## src/rtl/if_fetch.sv

```systemverilog
// IF-stage fetch unit.
// Owns the PC and keeps at most one instruction-bus transaction in flight.
// It presents the fetched instruction to the IF/ID register and raises
// stallreq_o whenever no instruction is available. It also absorbs branch
// redirects (delay slot), exception flushes and downstream stalls.
module if_fetch #(
    parameter logic [31:0] RESET_PC = 32'h0000_0000
) (
    input  logic        clk,
    input  logic        rst,
    input  logic [5:0]  stall,
    input  logic        flush,
    input  logic [31:0] new_pc,
    input  logic        branch_flag_i,
    input  logic [31:0] branch_target_address_i,
    output logic        ibus_req_o,
    output logic [31:0] ibus_addr_o,
    input  logic        ibus_ack_i,
    input  logic [31:0] ibus_rdata_i,
    output logic        stallreq_o,
    output logic [31:0] if_pc,
    output logic [31:0] if_inst
);

    typedef enum logic [1:0] {
        IDLE    = 2'd0,  // no request outstanding
        BUSY    = 2'd1,  // request outstanding
        HOLD    = 2'd2,  // instruction buffered while downstream stalls
        DISCARD = 2'd3   // flushed request still outstanding
    } state_t;

    state_t      state;
    logic [31:0] pc;
    logic [31:0] buffer;
    logic        pending;
    logic [31:0] pending_target;

    logic        present;
    logic        advance;
    logic [31:0] next_pc;

    // Only bit 1 of the stall vector concerns the IF stage.
    logic unused_stall;
    assign unused_stall = ^{stall[5:2], stall[0]};

    // Hand-off decode and the presented instruction / stall request.
    always_comb begin
        // NOTE: every output of this block gets a default first, so no path can infer a latch.
        present    = 1'b0;
        advance    = 1'b0;
        next_pc    = pc + 32'd4;
        if_pc      = pc;
        if_inst    = 32'h0;
        stallreq_o = 1'b0;

        present = ((state == BUSY) && ibus_ack_i) || (state == HOLD);
        advance = present && !stall[1] && !flush;

        if (branch_flag_i)
            next_pc = branch_target_address_i;
        else if (pending)
            next_pc = pending_target;

        unique case (state)
            IDLE:    stallreq_o = 1'b1;
            DISCARD: stallreq_o = 1'b1;
            BUSY: begin
                if (ibus_ack_i)
                    if_inst = ibus_rdata_i;
                else
                    stallreq_o = 1'b1;
            end
            HOLD:    if_inst = buffer;
            default: stallreq_o = 1'b1;
        endcase
    end

    // Fetch state machine: PC, bus request/address, buffer and pending branch.
    always_ff @(posedge clk) begin
        // NOTE: all state here is updated with non-blocking assignments so every register samples pre-edge values.
        if (rst) begin
            state          <= IDLE;
            pc             <= RESET_PC;
            ibus_req_o     <= 1'b0;
            ibus_addr_o    <= 32'h0;
            pending        <= 1'b0;
            pending_target <= 32'h0;
            buffer         <= 32'h0;
        end else begin
            // A branch from ID that cannot be taken this cycle is remembered
            // until the delay-slot instruction hands off. Flush wins.
            if (flush || advance) begin
                pending <= 1'b0;
            end else if (branch_flag_i) begin
                pending        <= 1'b1;
                pending_target <= branch_target_address_i;
            end

            unique case (state)
                IDLE: begin
                    if (flush) begin
                        pc <= new_pc;
                    end else begin
                        ibus_req_o  <= 1'b1;
                        ibus_addr_o <= pc;
                        state       <= BUSY;
                    end
                end

                BUSY: begin
                    if (flush && ibus_ack_i) begin
                        pc         <= new_pc;
                        ibus_req_o <= 1'b0;
                        state      <= IDLE;
                    end else if (flush) begin
                        // The bus cannot be cancelled; drain the old request.
                        pc    <= new_pc;
                        state <= DISCARD;
                    end else if (ibus_ack_i && stall[1]) begin
                        buffer     <= ibus_rdata_i;
                        ibus_req_o <= 1'b0;
                        state      <= HOLD;
                    end else if (advance) begin
                        // Back-to-back fetch: the request stays asserted.
                        pc          <= next_pc;
                        ibus_addr_o <= next_pc;
                    end
                end

                HOLD: begin
                    if (flush) begin
                        pc    <= new_pc;
                        state <= IDLE;
                    end else if (advance) begin
                        pc          <= next_pc;
                        ibus_req_o  <= 1'b1;
                        ibus_addr_o <= next_pc;
                        state       <= BUSY;
                    end
                end

                DISCARD: begin
                    if (flush)
                        pc <= new_pc;
                    if (ibus_ack_i) begin
                        ibus_req_o <= 1'b0;
                        state      <= IDLE;
                    end
                end

                default: state <= IDLE;
            endcase
        end
    end

endmodule

```

## config.mk

```make
export PLATFORM = sky130hd
export DESIGN_NAME = if_fetch
export DESIGN_NICKNAME = d
export VERILOG_FILES = /design/src/rtl/if_fetch.sv
export SDC_FILE = /design/constraint.sdc
export NUM_CORES = 1
export LEC_CHECK = 0
export ABC_AREA = 1
export BUFFER_PORTS_ARGS = -buffer_cell sky130_fd_sc_hd__buf_4
export CORE_MARGIN = 3
export CORE_UTILIZATION = 45
export DETAILED_ROUTE_END_ITERATION = 16
export HOLD_SLACK_MARGIN = 0.03
export PLACE_DENSITY = 0.69
export SLEW_MARGIN = 25
export SYNTH_ARGS = -nofsm -noshare
export SYNTH_HDL_FRONTEND = slang
export SYNTH_SLANG_ARGS = --single-unit
```

## constraint.sdc

```tcl
create_clock -name clk -period 2.5 [get_ports clk]
set_input_delay 0.125 -clock clk [delete_from_list [all_inputs] [get_ports clk]]
set_output_delay 0.125 -clock clk [all_outputs]
set_load 0.01 [all_outputs]
```

==> key figures <==
Outcome
  – Status: finished, final reports clean

STA
  – Final worst clock skew: 7.355 ps
  – Minimum setup slack in the final design: 260.8 ps
  – Final Hold Slack: 60.67 ps
  – Slew margin rel.: 48.83%
  – Max Clock Freq: 0.4466 GHz
  – Fin crit share: 89.57%
  – Pin slew with the least headroom to its limit: 767.6 ps
  – Setup repair after global routing missed its margin: no
  – Final number of max-transition violations: 0
  – Final Hold Fails: 0
  – Sum Neg Setup Slack: 0 ps
  – Final setup violation count: 0
  – Final critical path time including I/O delays and setup: 2239 ps

Yosys
  – Post-synthesis cell type count: 39
  – Area share of the leading cell type in the synthesized netlist: 32.64%
  – Async set-reset flop share out of synthesis: 0%
  – Ranking of synthesized cells by area: dfxtp_1 (33%), nand2_1 (18%), a21oi_1 (13%)
  – Main synth FF type: dfxtp_1
  – EDFF count, synth: 0
  – Mapped Cells: 1330
  – Most area-hungry cell type in the Yosys netlist: dfxtp_1
  – Post-synth net total: 1444
  – Mapped Area: 8095 um2
  – Post-Syn Area per Cell: 6.087 um2
  – Seq cells post-synth: 132
  – Share of the yosys chip area belonging to registers: 32.64%
  – Synth warn: 0

Routing
  – Number of design rule violations left after detail routing: 0
  – Drt total wl: 30370 um
  – Drt first pass iters: 6
  – First-iteration detailed-routing DRC count: 886
  – Routed wirelength normalized by instance count: 16.94 um
  – Remaining number of nets flagged by the antenna check after routing: 0
  – Routed vias: 9728
  – Average via count per standard cell: 5.426

Clock network
  – Clock transition at the register clock pins on the worst setup and hold paths after CTS: 60 ps
  – Number of buffers added by the clock tree synthesis step: 17
  – Clock latency on the worst-skew pair: 420 ps
  – CTS tree: yes
  – Clock Tree Buf Depth: 2
  – Root cell of the clock tree: clkbuf_16
  – CTS HTree Levels: 4
  – CTS sink cnt: 132
  – Resize count post-CTS: 0

Pwr
  – Net switching power figure: 0.005085 W
  – Combinational share of power: 48.2%
  – Power Internal: 0.006509 W
  – Clock Power Share: 24.0%
  – Worst-case vdd ir drop: 1100 uV
  – Switching Fraction: 43.86%
  – Leakage Power: 4.808 nW
  – Power per unit of standard cell area: 1048 nW/um2
  – Sequential group share of total power: 27.8%

Global routing
  – Total routing usage reported by global routing: 30.12%
  – Pin count of the biggest net entering global routing: 78
  – Number of antenna violations at the first check in global routing: 0
  – Vias in the first global route: 9154
  – First-pass GRT wire length: 47930 um
  – Final global-route overflow total: 0

Die
  – Die Ht: 140.1 um
  – FP Rows: 48
  – Core region area: 17480 um2
  – Initial core utilization: 46.32%
  – Floorplan die area: 19640 um2
  – # IOs: 205
  – X dimension of the die: 140.1 um

Finish
  – Number of fillers in the final layout: 1666
  – Most frequent standard cell in the layout excluding fill and tap cells: nand2_1
  – Highest-count cells in the layout ignoring fill and taps: nand2_1 (393), buf_4 (231), a21oi_1 (214)
  – Fraction of the core area covered by cells at the end of the flow: 63.28%
  – Layout cells sized above 1: 20.03%
  – Total inserted antenna cells: 0
  – Net count reported at finish: 1670
  – Area growth, synth to finish: 36.62%

Placement
  – Routability Congestion: 0.9418
  – Detailed-placement wirelength estimate: 21270 um
  – # port buffers: 199
  – Worst setup slack before clock tree synthesis: 338.7 ps

Worst setup path
  – WP buf/inv: 3
  – Crit path max-delay cell type: inv_1
  – Setup CP Type: flop to flop
  – Crit path required time: 2840 ps
  – Ordered list of cells on the worst path: inv_1, ha_1, buf_4, nor2_1, inv_1, o221ai_1, o21bai_1, a21oi_1
  – Most Frequent Cell on Critical Path: inv_1
  – Setup crit start kind: flop
  – Maximum cell stage delay along the critical path: 440 ps
  – Largest fanout on the critical path: 35
  – Crit. End Element: flop
  – Family of cells with the greatest summed delay on the critical path: buffers and inverters
  – Crit path arrival time: 2580 ps

Hold path
  – Hold crit path type: input port to flop

Flow run
  – Max-cap check violation count: 0
sequential cells by signal, indices dropped and copies added, names as in the netlist:
name	count
state	2
ibus_addr_o	32
if_pc	32
pending_target	32
buffer	32
ibus_req_o	1
pending	1
per-stage QoR:
step           total power, W  cells  cell area [um2]
2_1_floorplan        0.006542   1330             8095
3_3_place_gp         0.008617   1697             9762
3_5_place_dp         0.008683   1697             9762
4_1_cts               0.01156   1793            11060
5_1_grt               0.01237   1793            11060
6_report              0.01159   1793            11060
worst reg2reg max path, stage by stage, from the launching register on:
cell      delay, ps
dfxtp_1         340
inv_1           130
ha_1            200
buf_4           360
nor2_1          120
inv_1           440
o221ai_1        210
o21bai_1        210
a21oi_1         150
cell families after synthesis:
kind of cell | Yosys count | share of synthesized area (%)
DFF | 132 | 32.64
and+or+nand+nor | 655 | 33.54
AOI/OAI and AO/OA | 361 | 23.72
xor gates and xnor gates | 5 | 0.5409
adders and majority gates | 7 | 1.082
buffers and inverters | 170 | 8.470
Yosys cell counts, types with 6 or more instances:
master,instances
nor2_2,9
dfxtp_1,132
o2111ai_1,8
a21oi_1,214
ha_1,7
a21oi_2,6
inv_1,73
nand3_1,78
o21ai_0,104
nand2_2,9
buf_1,6
nand2_1,393
or2_2,14
nor2_1,134
buf_2,21
clkbuf_1,58
inv_2,6
per-layer routing:
metal	up-vias	part of all wire (%)	track usage, %
li1	4811	-	-
met1	4426	41	38.17
met2	409	47	49.63
met3	82	7.9	6.931
met4	0	3.9	12.24
met5	-	0	0
worst paths after layout:
path | from | end | slack [ps] | cells past startpoint
setup / recovery | state[0] | if_pc[9] | 260 | 8
hold / removal | new_pc[29] | if_pc[29] | 60 | 5
setup reg to reg | state[0] | if_pc[9] | 260 | 8
hold reg to reg | pending_target[9] | pending_target[9] | 460 | 2
layout make-up:
type | instances | area [um2] | area share, %
Clock buffer | 19 | 442.9 | 4.005
Clock inverter | 12 | 203.9 | 1.844
Inverter | 79 | 296.5 | 2.681
Multi-Input combinational cell | 1028 | 4767 | 43.10
Sequential cell | 132 | 2643 | 23.89
Tap cell | 225 | 281.5 | 2.546
Timing Repair Buffer | 298 | 2425 | 21.93
power groups by stage:
stage / registers, W / clock network [W] / logic, W
after floorplan: 0.00321 / 0 / 0.00334
after global placement: 0.00324 / 0 / 0.00538
after detailed placement: 0.00324 / 0 / 0.00544
after CTS: 0.00320 / 0.00281 / 0.00555
after global routing: 0.00329 / 0.00290 / 0.00618
final: 0.00322 / 0.00279 / 0.00559
what timing repair did:
action                     CTS  global route
hold buffers                65             0
hold endpoints to repair    65             0
setup buffers                0             0
setup endpoints to repair    0             0
No activity file was read; power rests on OpenSTA's default activity.
